`config.mk`:
```
export PLATFORM = sky130hd
export DESIGN_NAME = frequency_pattern_generator
export DESIGN_NICKNAME = d
export VERILOG_FILES = /design/src/rtl/frequency_pattern_generator.sv
export SDC_FILE = /design/constraint.sdc
export NUM_CORES = 1
export LEC_CHECK = 0
export CAP_MARGIN = 20
export CORE_ASPECT_RATIO = 0.5
export CORE_UTILIZATION = 57
export DETAILED_ROUTE_END_ITERATION = 10
export GPL_TIMING_DRIVEN = 0
export PLACE_DENSITY_LB_ADDON = 0.15
export SLEW_MARGIN = 5
export SYNTH_ARGS = -nofsm -noshare
export SYNTH_HDL_FRONTEND = slang
export SYNTH_SLANG_ARGS = --single-unit
```
`constraint.sdc`:
```
create_clock -name clock -period 6 [get_ports clock]
set_clock_uncertainty 0.1 [all_clocks]
set_input_delay 1.2 -clock clock [delete_from_list [all_inputs] [get_ports clock]]
set_output_delay 1.2 -clock clock [all_outputs]
set_load 0.05 [all_outputs]
```
`src/rtl/frequency_pattern_generator.sv`:
```
// rtl/frequency_pattern_generator.sv - two-tone square-wave stimulus generator
// Alternates F1/F2 carriers for programmed durations, repeated N times or until stopped.
module frequency_pattern_generator #(
  parameter int unsigned FREQUENCY_1 = 9000,
  parameter int unsigned FREQUENCY_2 = 11000,
  parameter int unsigned CLOCK       = 100000000
) (
  input  logic        clock,
  input  logic        reset,
  input  logic        start,
  input  logic        stop,
  input  logic [31:0] f1_time,
  input  logic [31:0] f2_time,
  input  logic [15:0] repeat_count,
  output logic        sample_data,
  output logic        busy,
  output logic        phase,
  output logic        done,
  output logic [15:0] cycles_done
);

  localparam int unsigned HALF1 = CLOCK / (2 * FREQUENCY_1);
  localparam int unsigned HALF2 = CLOCK / (2 * FREQUENCY_2);
  localparam logic [31:0] HALF1_LAST = 32'(HALF1 - 1);
  localparam logic [31:0] HALF2_LAST = 32'(HALF2 - 1);

  if (HALF1 == 0 || HALF2 == 0) begin : g_half_check
    $error("frequency_pattern_generator: half period rounds to zero");
  end

  typedef enum logic [1:0] {
    S_IDLE = 2'd0,
    S_F1   = 2'd1,
    S_F2   = 2'd2
  } state_t;

  state_t      state_q, state_d;
  logic [31:0] f1_q, f2_q;
  logic [15:0] repeat_q;
  logic [31:0] dur_q;
  logic [31:0] half_q;
  logic        sample_q, busy_q, phase_q, done_q;
  logic [15:0] cycles_q;

  logic        enter_d;
  logic        end_cycle_d;
  logic [15:0] cycles_inc_d;
  logic        run_over_d;
  logic [31:0] f1_eff_d, f2_eff_d;
  logic [31:0] dur_load_d;
  logic [31:0] half_last_d;

  // In IDLE the live inputs drive the decision; they are latched on the same edge.
  always_comb begin
    f1_eff_d     = (state_q == S_IDLE) ? f1_time : f1_q;
    f2_eff_d     = (state_q == S_IDLE) ? f2_time : f2_q;
    cycles_inc_d = cycles_q + 16'd1;
    run_over_d   = (repeat_q != 16'd0) && (cycles_inc_d == repeat_q);
    half_last_d  = (state_q == S_F2) ? HALF2_LAST : HALF1_LAST;
    state_d      = state_q;
    enter_d      = 1'b0;
    end_cycle_d  = 1'b0;

    case (state_q)
      S_IDLE: begin
        if (start && f1_time != 32'd0) begin
          state_d = S_F1;
          enter_d = 1'b1;
        end else if (start && f2_time != 32'd0) begin
          state_d = S_F2;
          enter_d = 1'b1;
        end
      end
      S_F1: begin
        if (dur_q == 32'd0) begin
          if (f2_q != 32'd0) begin
            state_d = S_F2;
            enter_d = 1'b1;
          end else begin
            end_cycle_d = 1'b1;
          end
        end
      end
      S_F2: begin
        if (dur_q == 32'd0) end_cycle_d = 1'b1;
      end
      default: state_d = S_IDLE;
    endcase

    if (end_cycle_d) begin
      enter_d = !run_over_d;
      if (run_over_d)            state_d = S_IDLE;
      else if (f1_q != 32'd0)    state_d = S_F1;
      else                       state_d = S_F2;
    end

    if (stop) begin
      state_d     = S_IDLE;
      enter_d     = 1'b0;
      end_cycle_d = 1'b0;
    end

    dur_load_d = ((state_d == S_F2) ? f2_eff_d : f1_eff_d) - 32'd1;
  end

  always_ff @(posedge clock) begin
    if (reset) begin
      state_q  <= S_IDLE;
      f1_q     <= '0;
      f2_q     <= '0;
      repeat_q <= '0;
      dur_q    <= '0;
      half_q   <= '0;
      sample_q <= 1'b0;
      busy_q   <= 1'b0;
      phase_q  <= 1'b0;
      done_q   <= 1'b0;
      cycles_q <= '0;
    end else begin
      state_q <= state_d;
      done_q  <= 1'b0;

      if (state_q == S_IDLE && state_d != S_IDLE) begin
        f1_q     <= f1_time;
        f2_q     <= f2_time;
        repeat_q <= repeat_count;
        cycles_q <= '0;
      end else if (end_cycle_d) begin
        cycles_q <= cycles_inc_d;
      end

      if (enter_d) begin
        // Every phase restarts high with a fresh half-period count.
        dur_q    <= dur_load_d;
        half_q   <= '0;
        sample_q <= 1'b1;
        busy_q   <= 1'b1;
        phase_q  <= (state_d == S_F2);
      end else if (state_d == S_IDLE) begin
        sample_q <= 1'b0;
        busy_q   <= 1'b0;
        phase_q  <= 1'b0;
        done_q   <= end_cycle_d;
      end else begin
        dur_q <= dur_q - 32'd1;
        if (half_q == half_last_d) begin
          half_q   <= '0;
          sample_q <= ~sample_q;
        end else begin
          half_q <= half_q + 32'd1;
        end
      end
    end
  end

  assign sample_data = sample_q;
  assign busy        = busy_q;
  assign phase       = phase_q;
  assign done        = done_q;
  assign cycles_done = cycles_q;

endmodule

```
==> results of run 1 <==
timing repair:
| item | 4_1_cts | 5_1_grt |
|---|---|---|
| pin swaps | 3 | 10 |
| setup buffers | 2 | 11 |
| resized for setup | 13 | 24 |
| endpoints found under the setup margin | 13 | 18 |
per-stage QoR:
stage	total power [mW]	cells	setup WS (ns)	TNS, ns	hold slack [ns]
2_1_floorplan	1.75	1116	0.151	0	0.340
3_3_place_gp	2.00	1445	-1.34	-17.89	0.356
3_5_place_dp	2.02	1445	-1.34	-18.12	0.378
4_1_cts	3.10	1475	0.0557	0	0.385
5_1_grt	3.26	1485	-0.0256	-0.0682	0.409
6_report	3.17	1485	0.0954	0	0.388
worst register-to-register path: cells and delay by family, from the launching register on:
kind,cells,cell delay [ns]
AND/OR/NAND/NOR,9,2.67
buffers and inverters,5,1.35
adder cells (fa/ha/maj),2,0.55
flip-flops,1,0.49
AO/OA/AOI/OAI,2,0.33
multiplexers,1,0.29
report_power, final:
part	leakage, nW	switching [mW]	internal (mW)
Combinational	2.52	0.464	0.330
Sequential	1.35	0.0839	1.18
Clock	0.271	0.487	0.622
Total	4.15	1.04	2.13
cell usage in the layout (no fill, tap or decap), types with 16 or more instances in the layout:
master,Yosys,routed
sky130_fd_sc_hd__nor4_1,49,40
sky130_fd_sc_hd__nor2_1,93,93
sky130_fd_sc_hd__mux4_2,20,20
sky130_fd_sc_hd__clkbuf_16,0,17
sky130_fd_sc_hd__xor2_1,49,49
sky130_fd_sc_hd__clkdlybuf4s50_1,0,100
sky130_fd_sc_hd__xnor2_1,35,35
sky130_fd_sc_hd__clkbuf_1,48,44
sky130_fd_sc_hd__buf_4,3,16
sky130_fd_sc_hd__a22o_1,65,65
sky130_fd_sc_hd__nand2_1,105,105
sky130_fd_sc_hd__nand3_1,44,44
sky130_fd_sc_hd__mux2i_1,21,20
sky130_fd_sc_hd__nor3_1,32,31
sky130_fd_sc_hd__o21ai_0,41,40
sky130_fd_sc_hd__or3_1,18,18
sky130_fd_sc_hd__nor2b_1,20,20
sky130_fd_sc_hd__dfxtp_1,166,166
sky130_fd_sc_hd__nand4_1,29,29
sky130_fd_sc_hd__a21oi_1,48,47
how the worst max path moves through the flow:
stage                         from         to  slack [ns]
floorplan           cycles_done[0]  dur_q[14]        0.15
global placement       f1_time[13]  dur_q[28]       -1.34
detailed placement     f1_time[13]  dur_q[28]       -1.34
CTS                    f1_time[19]  dur_q[28]        0.06
global route           f1_time[31]  dur_q[28]       -0.03
finish                  f1_time[4]  dur_q[28]         0.1
flip-flops by register name, summed over array words and instances, names as in the netlist:
name,count
dur_q,32
f1_q,32
f2_q,32
half_q,32
cycles_done,16
repeat_q,16
state_q,2
busy,1
done,1
phase,1
sample_data,1
kinds of logic after synthesis:
group,Yosys count
xor gates and xnor gates,84
muxes,49
and+or+nand+nor,483
buffers and inverters,86
AOI/OAI and AO/OA,240
DFF,166
adders and majority gates,8
final cells by class:
class	count	area, um^2	area share, %
plain buffers	70	333	2.83
clock buffers	19	443	3.77
flip-flops and latches	166	3320	28.3
inverters	12	45.0	0.384
well taps	227	284	2.42
clock inverters	12	128	1.09
repair buffers	115	1120	9.57
multi-input cells	864	6070	51.6
metal layers:
| metal | global-route usage [%] | routed length, um |
|---|---|---|
| met1 | 51.4 | 14000 |
| met3 | 11.0 | 3960 |
| met5 | 0 | 0 |
| met4 | 12.3 | 860 |
| met2 | 57.1 | 13700 |
==> impl_summary.txt, run 1 <==
----------------------------------------------------
[Global route]
  Number of global-route vias before repair ... between 9000 and 10000
  Overall Global Routing Usage ... around 38%
  Overflow left after global routing ... 0
  Global-route wire length before repair ... approximately 50000 um
  Initial antenna violation count ... 0
  Maximum number of pins on one net before global-route repair ... 20

[Timing]
  Worst slew margin relative to its limit ... ~41%
  Final count of pins violating max slew ... 0
  Number of failing setup endpoints in the final timing report ... 0
  Minimum clock period ... between 5 and 6 ns
  Maximum frequency from static timing analysis ... between 0.15 and 0.2 GHz
  Final Hold Violating Endpoints ... 0
  Ratio of final minimum period to clock period ... roughly 100%
  Pin slew with the least headroom to its limit ... between 0.8 and 0.9 ns

[Detailed routing]
  Post-detailed-route via-to-cell ratio ... roughly 6.6
  Number of nets still failing antenna checks after routing ... 0
  Number of violations reported at the end of detailed-routing iteration 0 ... roughly 1100
  Vias post-DR ... between 9000 and 10000
  Final routed wirelength across all metal layers ... roughly 33000 um
  Detailed-route wire length per cell ... roughly 22 um
  Number of iterations in the first detailed-routing pass ... 7
  Number of DRC violations after detailed routing ... 0

[Setup path]
  Crit Path Class ... in -> reg
  Kind of capture point of the worst setup path ... register
  CP top delay family ... simple AND/OR/NAND/NOR gates
  Capturing point of the worst reg2reg path ... dur_q[28]
  Number of cell instances on the worst register-to-register path ... 19
  Crit path DAT ... 6.12 ns
  Ordered list of cells on the worst path ... clkdlybuf4s50_1 -> nor4_2 -> nand4_1 -> buf_4 -> o21ai_2 -> o211ai_1 -> a311o_1 -> nand3b_4 -> nand2_8 -> buf_12 -> mux4_2 -> mux2i_1 -> ha_2 -> inv_1 -> or4b_4 -> nor2_4 -> buf_6 -> nand2_1 -> o211ai_1 -> nand3_1
  Reg-to-reg setup timing slack ... between 0.1 and 0.15 ns
  Logic depth of the worst setup path including buffers ... 20
  Cell type of the slowest stage on the worst timing path ... sky130_fd_sc_hd__or4b_4
  Crit-path max FO ... 10
  Category of the worst setup path launch point ... input port
  Combined buffer and inverter count along the critical path ... 5
  Reg2Reg Launch Point ... cycles_done[0]
  Dominant cell type by count on the critical path ... sky130_fd_sc_hd__o211ai_1
  Crit path required time ... between 6 and 7 ns
  Max incr delay on CP ... ~0.59 ns

[Finish]
  Post-layout net count ... 1338
  Area Growth Syn to Fin ... 21.8%
  Share of cells above drive strength 1 ... 11.1%
  Layout Utilization ... a little under three quarters
  Fill cell instance count of the final layout ... approximately 1300
  Number of antenna diodes ... 0
  Post-route cell area ... roughly 12000 um^2

[Worst hold path]
  Hold endpoint ... dur_q[9]
  Hold path cells ... 2
  Beginning of the worst hold path ... dur_q[9]
  Class of the worst hold path ... reg -> reg

[Logic synthesis]
  Proportion of netlist area held by the largest area contributor ... about a third
  Most frequent cells after synthesis ... sky130_fd_sc_hd__dfxtp_1 (166), sky130_fd_sc_hd__nand2_1 (105), sky130_fd_sc_hd__nor2_1 (93)
  Leading post-synthesis cells by cell area ... sky130_fd_sc_hd__dfxtp_1 (34%), sky130_fd_sc_hd__a22o_1 (5.9%), sky130_fd_sc_hd__mux4_2 (4.7%)
  Post-Synthesis Cell Area ... ~9600 um^2
  Count of flip-flops with a built-in enable after synthesis ... 0
  Post-synthesis compound-gate area fraction ... around 18%
  Net Count, Synth ... between 1000 and 1500
  Area share of fa/ha/maj cells after synthesis ... between 1 and 1.5%
  Share of synthesized area spent on multiplexers ... slightly below 8%
  Number of distinct library cells after synthesis ... 77
  Dominant cell by count in the synthesized netlist ... sky130_fd_sc_hd__dfxtp_1
  Sequential fraction of the synthesis area ... 34.5%
  Synthesized-area fraction occupied by and/or/nand/nor cells ... 27.6%
  Flip-flop and latch count after synthesis ... roughly 170
  Yosys top cell by area ... sky130_fd_sc_hd__dfxtp_1
  Synthesized area per cell ... approximately 8.6 um^2
  Combinational family with the most area after synthesis ... simple AND/OR/NAND/NOR gates
  Number of synthesis warnings ... 0
  Fraction of synthesized cell area in xor and xnor cells ... under 10%
  Cells after synthesis ... around 1100
  Fraction of registers with async set/reset ... 0%
  Most used flip-flop cell after synthesis ... sky130_fd_sc_hd__dfxtp_1

[Clock tree]
  Hold Buf Count CTS ... 0
  Clock tree from TritonCTS ... yes
  CTS root buf ... sky130_fd_sc_hd__clkbuf_16
  Clock Pin Slew Worst Setup and Hold Paths ... about 0.070 ns
  CTS sink count ... ~170
  Bufs on Longest Clock Path ... 2
  Number of buffers inserted during clock tree synthesis ... 17
  Clk Latency, worst-skew pair ... between 0.4 and 0.5 ns
  Maximum level of the CTS H-tree ... 4

[Outcome]
  Run status ... completed

[Floorplanning]
  Initial Util ... 58.5%
  Height of the chip ... 94.0 um
  Core Rows ... 33
  Number of ports placed on the die boundary ... roughly 100
  Die Wd ... approximately 190 um
  Core Footprint ... 16500 um^2
  Die area ... approximately 17000 um^2

[Placed design]
  Port Buffers ... 102
  HPWL Detailed ... approximately 24000 um
  Weighted congestion at the end of routability-driven global placement ... 1.05
  Placement-stage cell area ... 10900 um^2

[Flow run]
  Max Cap Viol ... 0

[Power and ir drop]
  Worst IR Drop VDD ... 0.223 mV
  Leakage power of the design ... 4.15 nW
  Cell Pwr Density ... 270 nW/um^2

----------------------------------------------------
No activity file was read; power rests on OpenSTA's default activity.
==> inputs of run 2 (changes only) <==
--- a/config.mk
+++ b/config.mk
@@ -7,8 +7,9 @@
 export LEC_CHECK = 0
 export CAP_MARGIN = 20
 export CORE_ASPECT_RATIO = 0.5
-export CORE_UTILIZATION = 57
+export CORE_UTILIZATION = 50
 export DETAILED_ROUTE_END_ITERATION = 10
+export DONT_BUFFER_PORTS = 1
 export GPL_TIMING_DRIVEN = 0
 export PLACE_DENSITY_LB_ADDON = 0.15
 export SLEW_MARGIN = 5
==> impl_summary.txt, run 2 (synthesis results as in run 1) <==
----------------------------------------------------
[Timing]
  Maximum frequency from static timing analysis ... ~0.17 GHz
  Final count of pins violating max slew ... 0
  Ratio of final minimum period to clock period ... between 90 and 100%
  Minimum clock period ... 5.78 ns
  Pin slew with the least headroom to its limit ... approximately 1.2 ns
  Least setup slack across all paths after layout ... between 0.2 and 0.25 ns
  Number of failing setup endpoints in the final timing report ... 0
  Final Hold Violating Endpoints ... 0
  Worst slew margin relative to its limit ... 17.2%
  Hold WS ... 0.373 ns
  Setup repair after global routing missed its margin ... no

[Setup path]
  Reg2Reg Launch Point ... cycles_done[0]
  Crit path DAT ... 6.01 ns
  Crit path required time ... 6.22 ns
  Kind of capture point of the worst setup path ... register
  Number of cell instances on the worst register-to-register path ... 20
  Reg-to-reg setup timing slack ... ~0.35 ns
  Capturing point of the worst reg2reg path ... dur_q[28]
  Crit-path max FO ... 10
  Crit Path Class ... in -> reg
  Category of the worst setup path launch point ... input port

[Finish]
  Layout Utilization ... 56.9%
  Fill cell instance count of the final layout ... 1720
  Number of antenna diodes ... 0
  Leading cell types in the layout, fill and taps excluded ... sky130_fd_sc_hd__dfxtp_1 (155), sky130_fd_sc_hd__nand2_1 (105), sky130_fd_sc_hd__nor2_1 (93)
  Area Growth Syn to Fin ... 10.1%
  Commonest non-fill, non-tap cell in the layout ... sky130_fd_sc_hd__dfxtp_1
  Seq. cell area ... about 3300 um^2
  Share of cells above drive strength 1 ... 11.6%
  Post-layout net count ... 1230
  Post-route cell area ... about 11000 um^2
  Total area of multi-input combinational cells ... ~6000 um^2

[Worst hold path]
  Beginning of the worst hold path ... dur_q[9]
  Class of the worst hold path ... reg -> reg
  Hold path cells ... 2
  Hold endpoint ... dur_q[9]

[Floorplanning]
  Die Wd ... a little under 200 um
  Core Footprint ... about 19000 um^2
  Initial Util ... about half
  Die area ... between 15000 and 20000 um^2
  Core Rows ... 35
  Number of ports placed on the die boundary ... ~100
  Height of the chip ... roughly 100 um

[Global route]
  Maximum number of pins on one net before global-route repair ... 20
  Overflow left after global routing ... 0
  Number of global-route vias before repair ... between 8000 and 9000
  Global-route wire length before repair ... ~49000 um
  Overall Global Routing Usage ... approximately 32%
  Initial antenna violation count ... 0

[Power and ir drop]
  Leakage power of the design ... about 3.7 nW
  Share of total power in combinational logic ... 23.2%
  Part of the total power dissipated in sequential elements ... approximately 42%
  Part of the total power dissipated in the clock network ... approximately a third
  Cell-internal power ... 1.99 mW
  Worst IR Drop VDD ... 0.238 mV
  Switching power share of the total ... approximately 33%
  Total power ... around 3 mW
  Net switching component of the power ... 996 uW
  Cell Pwr Density ... roughly 280 nW/um^2

[Clock tree]
  Clk Latency, worst-skew pair ... 0.44 ns
  CTS sink count ... 166
  Number of buffers inserted during clock tree synthesis ... 17
  Maximum level of the CTS H-tree ... 4
  Clock Pin Slew Worst Setup and Hold Paths ... ~0.07 ns
  Clock tree from TritonCTS ... yes
  CTS root buf ... sky130_fd_sc_hd__clkbuf_16
  Bufs on Longest Clock Path ... 2
  Hold Buf Count CTS ... 0

[Placed design]
  Placement-stage cell area ... roughly 10000 um^2
  Weighted congestion at the end of routability-driven global placement ... between 0.9 and 1
  HPWL Detailed ... roughly 24000 um
  Worst slack at placement ... -1.39 ns
  Port Buffers ... 0

[Detailed routing]
  Number of DRC violations after detailed routing ... 0
  Final routed wirelength across all metal layers ... around 32000 um
  Number of iterations in the first detailed-routing pass ... 7
  Post-detailed-route via-to-cell ratio ... between 6 and 7
  Number of nets still failing antenna checks after routing ... 0
  Detailed-route wire length per cell ... between 20 and 25 um
  Number of violations reported at the end of detailed-routing iteration 0 ... approximately 870
  Vias post-DR ... 9278

[Flow run]
  Max Cap Viol ... 0

[Outcome]
  Run status ... completed

----------------------------------------------------
## run 2: changes by cell type in the layout (fill, tap and decap cells not counted), sizes merged
cell	before	now
clkbuf	65	71
clkinv	4	2
buf	37	26
clkdlybuf4s50	100	0
dlymetal6s2s	2	0
clkinvlp	4	7
bufinv	2	0
inv	14	15
## run 2: layer usage
| layer | GRT usage (%) | wire, um | vias up |
|---|---|---|---|
| li1 | - | - | 4213 |
| met1 | 43.1 | 13500 | 4425 |
| met2 | 47.7 | 13100 | 558 |
| met3 | 11.4 | 4070 | 82 |
| met4 | 12.5 | 872 | 0 |
| met5 | 0 | 0 | - |
## run 2: how the worst max path moves through the flow
stage / cells after the start / from / endpoint / slack (ns)
CTS: 20 / cycles_done[3] / dur_q[14] / 0.01
floorplan: 21 / cycles_done[0] / dur_q[14] / 0.15
global route: 20 / cycles_done[0] / dur_q[14] / 0.04
detailed placement: 21 / cycles_done[0] / dur_q[28] / -1.39
finish: 18 / f1_time[0] / dur_q[28] / 0.22
global placement: 21 / cycles_done[0] / dur_q[28] / -1.34
## run 2: cell type report
| cell class | instances | area share (%) |
|---|---|---|
| multi-input combinational | 864 | 56.3 |
| sequential | 166 | 31.5 |
| clock buffer | 20 | 4.21 |
| buffer | 70 | 3.11 |
| tap | 259 | 3.05 |
| clock inverter | 12 | 0.907 |
| timing repair buffer | 7 | 0.495 |
| inverter | 12 | 0.424 |
## run 2: power groups by stage
stage | Clock (mW) | Combinational (mW) | Sequential, mW
floorplan | 0 | 0.495 | 1.25
global placement | 0 | 0.655 | 1.28
detailed placement | 0 | 0.666 | 1.28
CTS | 1.04 | 0.670 | 1.26
global route | 1.09 | 0.746 | 1.27
finish | 1.04 | 0.694 | 1.26
## run 2: per-stage QoR
stage                     cells  TNS (ns)
after detailed placement   1375    -16.89
after global placement     1375    -16.33
after CTS                  1405         0
after floorplan            1116         0
final                      1410         0
after global routing       1410         0
## run 2: timing repair
item / CTS / global route
hold endpoints to repair: 0 / 0
buffers inserted: 0 / 7
resized for setup: 21 / 13
gates cloned: 0 / 0
pin swaps: 0 / 2
setup endpoints to repair: 15 / 12
## run 2: critical path: stages
cell and delay (ns):
sky130_fd_sc_hd__nor4_1 0.50, sky130_fd_sc_hd__nand4_1 0.27, sky130_fd_sc_hd__o21ai_2 0.23, sky130_fd_sc_hd__o211ai_1 0.11
sky130_fd_sc_hd__a311o_1 0.33, sky130_fd_sc_hd__nand3b_4 0.29, sky130_fd_sc_hd__nand2_8 0.17, sky130_fd_sc_hd__buf_4 0.26
sky130_fd_sc_hd__mux4_2 0.59, sky130_fd_sc_hd__mux2i_1 0.22, sky130_fd_sc_hd__ha_1 0.21, sky130_fd_sc_hd__inv_1 0.09
sky130_fd_sc_hd__or4b_1 0.69, sky130_fd_sc_hd__nor2_4 0.20, sky130_fd_sc_hd__buf_4 0.21, sky130_fd_sc_hd__nand2_1 0.14
sky130_fd_sc_hd__o211ai_1 0.20, sky130_fd_sc_hd__nand3_1 0.08
==> inputs of run 3 (changes only) <==
==> constraint.sdc (replaced) <==
create_clock -name clock -period 5.3 [get_ports clock]
set_clock_uncertainty 0.1 [all_clocks]
set_input_delay 1.06 -clock clock [delete_from_list [all_inputs] [get_ports clock]]
set_output_delay 1.06 -clock clock [all_outputs]
set_load 0.05 [all_outputs]
==> impl_summary.txt, run 3 (synthesis results as in run 1) <==
----------------------------------------------------
[Outcome]
  Run status ... completed

[Timing]
  Maximum frequency from static timing analysis ... around 0.19 GHz
  Final Hold Violating Endpoints ... 0
  Worst slew margin relative to its limit ... 35.7%
  Pin slew with the least headroom to its limit ... around 0.96 ns
  Final count of pins violating max slew ... 0
  Minimum clock period ... around 5.2 ns
  Number of failing setup endpoints in the final timing report ... 0
  Ratio of final minimum period to clock period ... 98.2%

[Setup path]
  Ordered list of cells on the worst path ... nor4_1 -> nand4_1 -> o21ai_2 -> o211ai_1 -> a311o_1 -> nand3b_4 -> nand2_8 -> buf_12 -> mux4_2 -> mux2i_2 -> ha_2 -> inv_1 -> or4b_4 -> nor2_4 -> buf_4 -> nand3_2 -> or3_1 -> nand3_1
  Crit path required time ... ~5.6 ns
  Combined buffer and inverter count along the critical path ... 3
  CP top delay family ... simple AND/OR/NAND/NOR gates
  Crit-path max FO ... 10
  Number of cell instances on the worst register-to-register path ... 17
  Crit Path Class ... in -> reg
  Reg-to-reg setup timing slack ... ~0.13 ns
  Reg2Reg Launch Point ... state_q[0]
  Crit path DAT ... roughly 5.5 ns
  Kind of capture point of the worst setup path ... register
  Max incr delay on CP ... between 0.5 and 0.6 ns
  Capturing point of the worst reg2reg path ... dur_q[26]
  Category of the worst setup path launch point ... input port
  Cell type of the slowest stage on the worst timing path ... sky130_fd_sc_hd__mux4_2

[Detailed routing]
  Post-detailed-route via-to-cell ratio ... approximately 6.6
  Detailed-route wire length per cell ... about 23 um
  Vias post-DR ... 9295
  Final routed wirelength across all metal layers ... 32300 um
  Number of iterations in the first detailed-routing pass ... 5
  Number of nets still failing antenna checks after routing ... 0
  Number of DRC violations after detailed routing ... 0
  Number of violations reported at the end of detailed-routing iteration 0 ... between 800 and 900

[Clock tree]
  CTS root buf ... sky130_fd_sc_hd__clkbuf_16
  Bufs on Longest Clock Path ... 2
  Maximum level of the CTS H-tree ... 4
  Number of buffers inserted during clock tree synthesis ... 17
  Clock tree from TritonCTS ... yes
  Clk Latency, worst-skew pair ... 0.44 ns
  CTS sink count ... 166
  Hold Buf Count CTS ... 0
  Clock Pin Slew Worst Setup and Hold Paths ... approximately 0.070 ns

[Global route]
  Initial antenna violation count ... 0
  Overall Global Routing Usage ... about a third
  Overflow left after global routing ... 0
  Global-route wire length before repair ... around 49000 um
  Number of global-route vias before repair ... approximately 8600
  Maximum number of pins on one net before global-route repair ... 20

[Finish]
  Layout Utilization ... about three fifths
  Commonest non-fill, non-tap cell in the layout ... sky130_fd_sc_hd__dfxtp_1
  Area Growth Syn to Fin ... 13.0%
  Seq. cell area ... about 3400 um^2
  Non-filler instance count after layout ... ~1400
  Post-route cell area ... around 11000 um^2
  Post-layout net count ... ~1200
  Total area of multi-input combinational cells ... roughly 6100 um^2
  Share of cells above drive strength 1 ... 13.9%
  Number of antenna diodes ... 0
  Leading cell types in the layout, fill and taps excluded ... sky130_fd_sc_hd__dfxtp_1 (151), sky130_fd_sc_hd__nand2_1 (105), sky130_fd_sc_hd__nor2_1 (92)
  Fill cell instance count of the final layout ... about 1700

[Placed design]
  Weighted congestion at the end of routability-driven global placement ... 0.970
  Number of placed instances, taps included ... 1375
  Port Buffers ... 0
  HPWL Detailed ... around 24000 um
  Placement-stage cell area ... 9980 um^2

[Floorplanning]
  Die Wd ... approximately 200 um
  Core Rows ... 35
  Number of ports placed on the die boundary ... about 100
  Height of the chip ... 100 um
  Core Footprint ... roughly 19000 um^2
  Initial Util ... just over 50%
  Die area ... just under 20000 um^2

[Worst hold path]
  Class of the worst hold path ... reg -> reg
  Hold path cells ... 2
  Beginning of the worst hold path ... dur_q[9]
  Hold endpoint ... dur_q[9]

[Flow run]
  Max Cap Viol ... 0

[Power and ir drop]
  Leakage power of the design ... ~3.8 nW
  Cell Pwr Density ... 328 nW/um^2
  Worst IR Drop VDD ... around 0.25 mV
  Total power ... 3.58 mW

----------------------------------------------------
## run 3: changes by cell type in the layout (fill, tap and decap cells not counted), sizes merged
cell | previous run | this run
clkinvlp | 7 | 4
clkbuf | 71 | 69
bufinv | 0 | 3
buf | 26 | 32
## run 3: worst max-delay path by stage
stage                      startpoint         to  slack, ns  cells after the start
after floorplan           f1_time[10]  dur_q[14]       0.03                     19
after global placement     state_q[0]  dur_q[14]      -1.46                     18
after detailed placement   state_q[0]  dur_q[22]      -1.50                     18
after CTS                 f1_time[31]  dur_q[14]      0.002                     18
after global routing      f2_time[13]  dur_q[29]     -0.003                     14
final                     f1_time[31]  dur_q[26]       0.09                     18
## run 3: tightest hold or removal path, delay by kind of cell (launching register included)
family	cells	cell delay, ns
DFF	1	0.33
and+or+nand+nor	1	0.06
AOI/OAI and AO/OA	1	0.05
## run 3: report_power, final
part / leakage [nW] / total, mW / switching, mW / internal (mW)
sequential: 1.36 / 1.43 / 0.0955 / 1.33
clock: 0.287 / 1.33 / 0.564 / 0.764
combinational: 2.15 / 0.821 / 0.493 / 0.328
total: 3.80 / 3.58 / 1.15 / 2.42
## run 3: routing by layer
metal / GRT usage [%] / wire [um] / part of all wire [%] / vias up
met3: 11.0 / 4080 / 13 / 73
met2: 47.6 / 13500 / 42 / 518
met5: 0 / 0 / 0 / -
li1: - / - / - / 4245
met4: 11.7 / 702 / 2.2 / 0
met1: 44.8 / 14000 / 43 / 4459
## run 3: final cells by class
| type | count | share of cell area (%) |
|---|---|---|
| Clock buffer | 20 | 4.10 |
| Inverter | 12 | 0.413 |
| Sequential cell | 166 | 30.8 |
| Buffer | 71 | 3.43 |
| Clock inverter | 12 | 1.55 |
| Timing Repair Buffer | 10 | 0.689 |
| Tap cell | 259 | 2.97 |
| Multi-Input combinational cell | 864 | 56.0 |
## run 3: metrics by stage
step | setup slack [ns] | hold WS (ns) | setup TNS [ns]
floorplan | 0.0311 | 0.340 | 0
global placement | -1.46 | 0.358 | -32.62
detailed placement | -1.50 | 0.364 | -39.08
CTS | 0.00241 | 0.375 | 0
global route | -0.00324 | 0.407 | -0.00635
finish | 0.0940 | 0.379 | 0
## run 3: timing repair
action                                  CTS  global route
cloned                                    0             1
pin swaps                                 2             9
endpoints found under the setup margin   82            49
resized for setup                        36            45
buffers inserted                          2             7
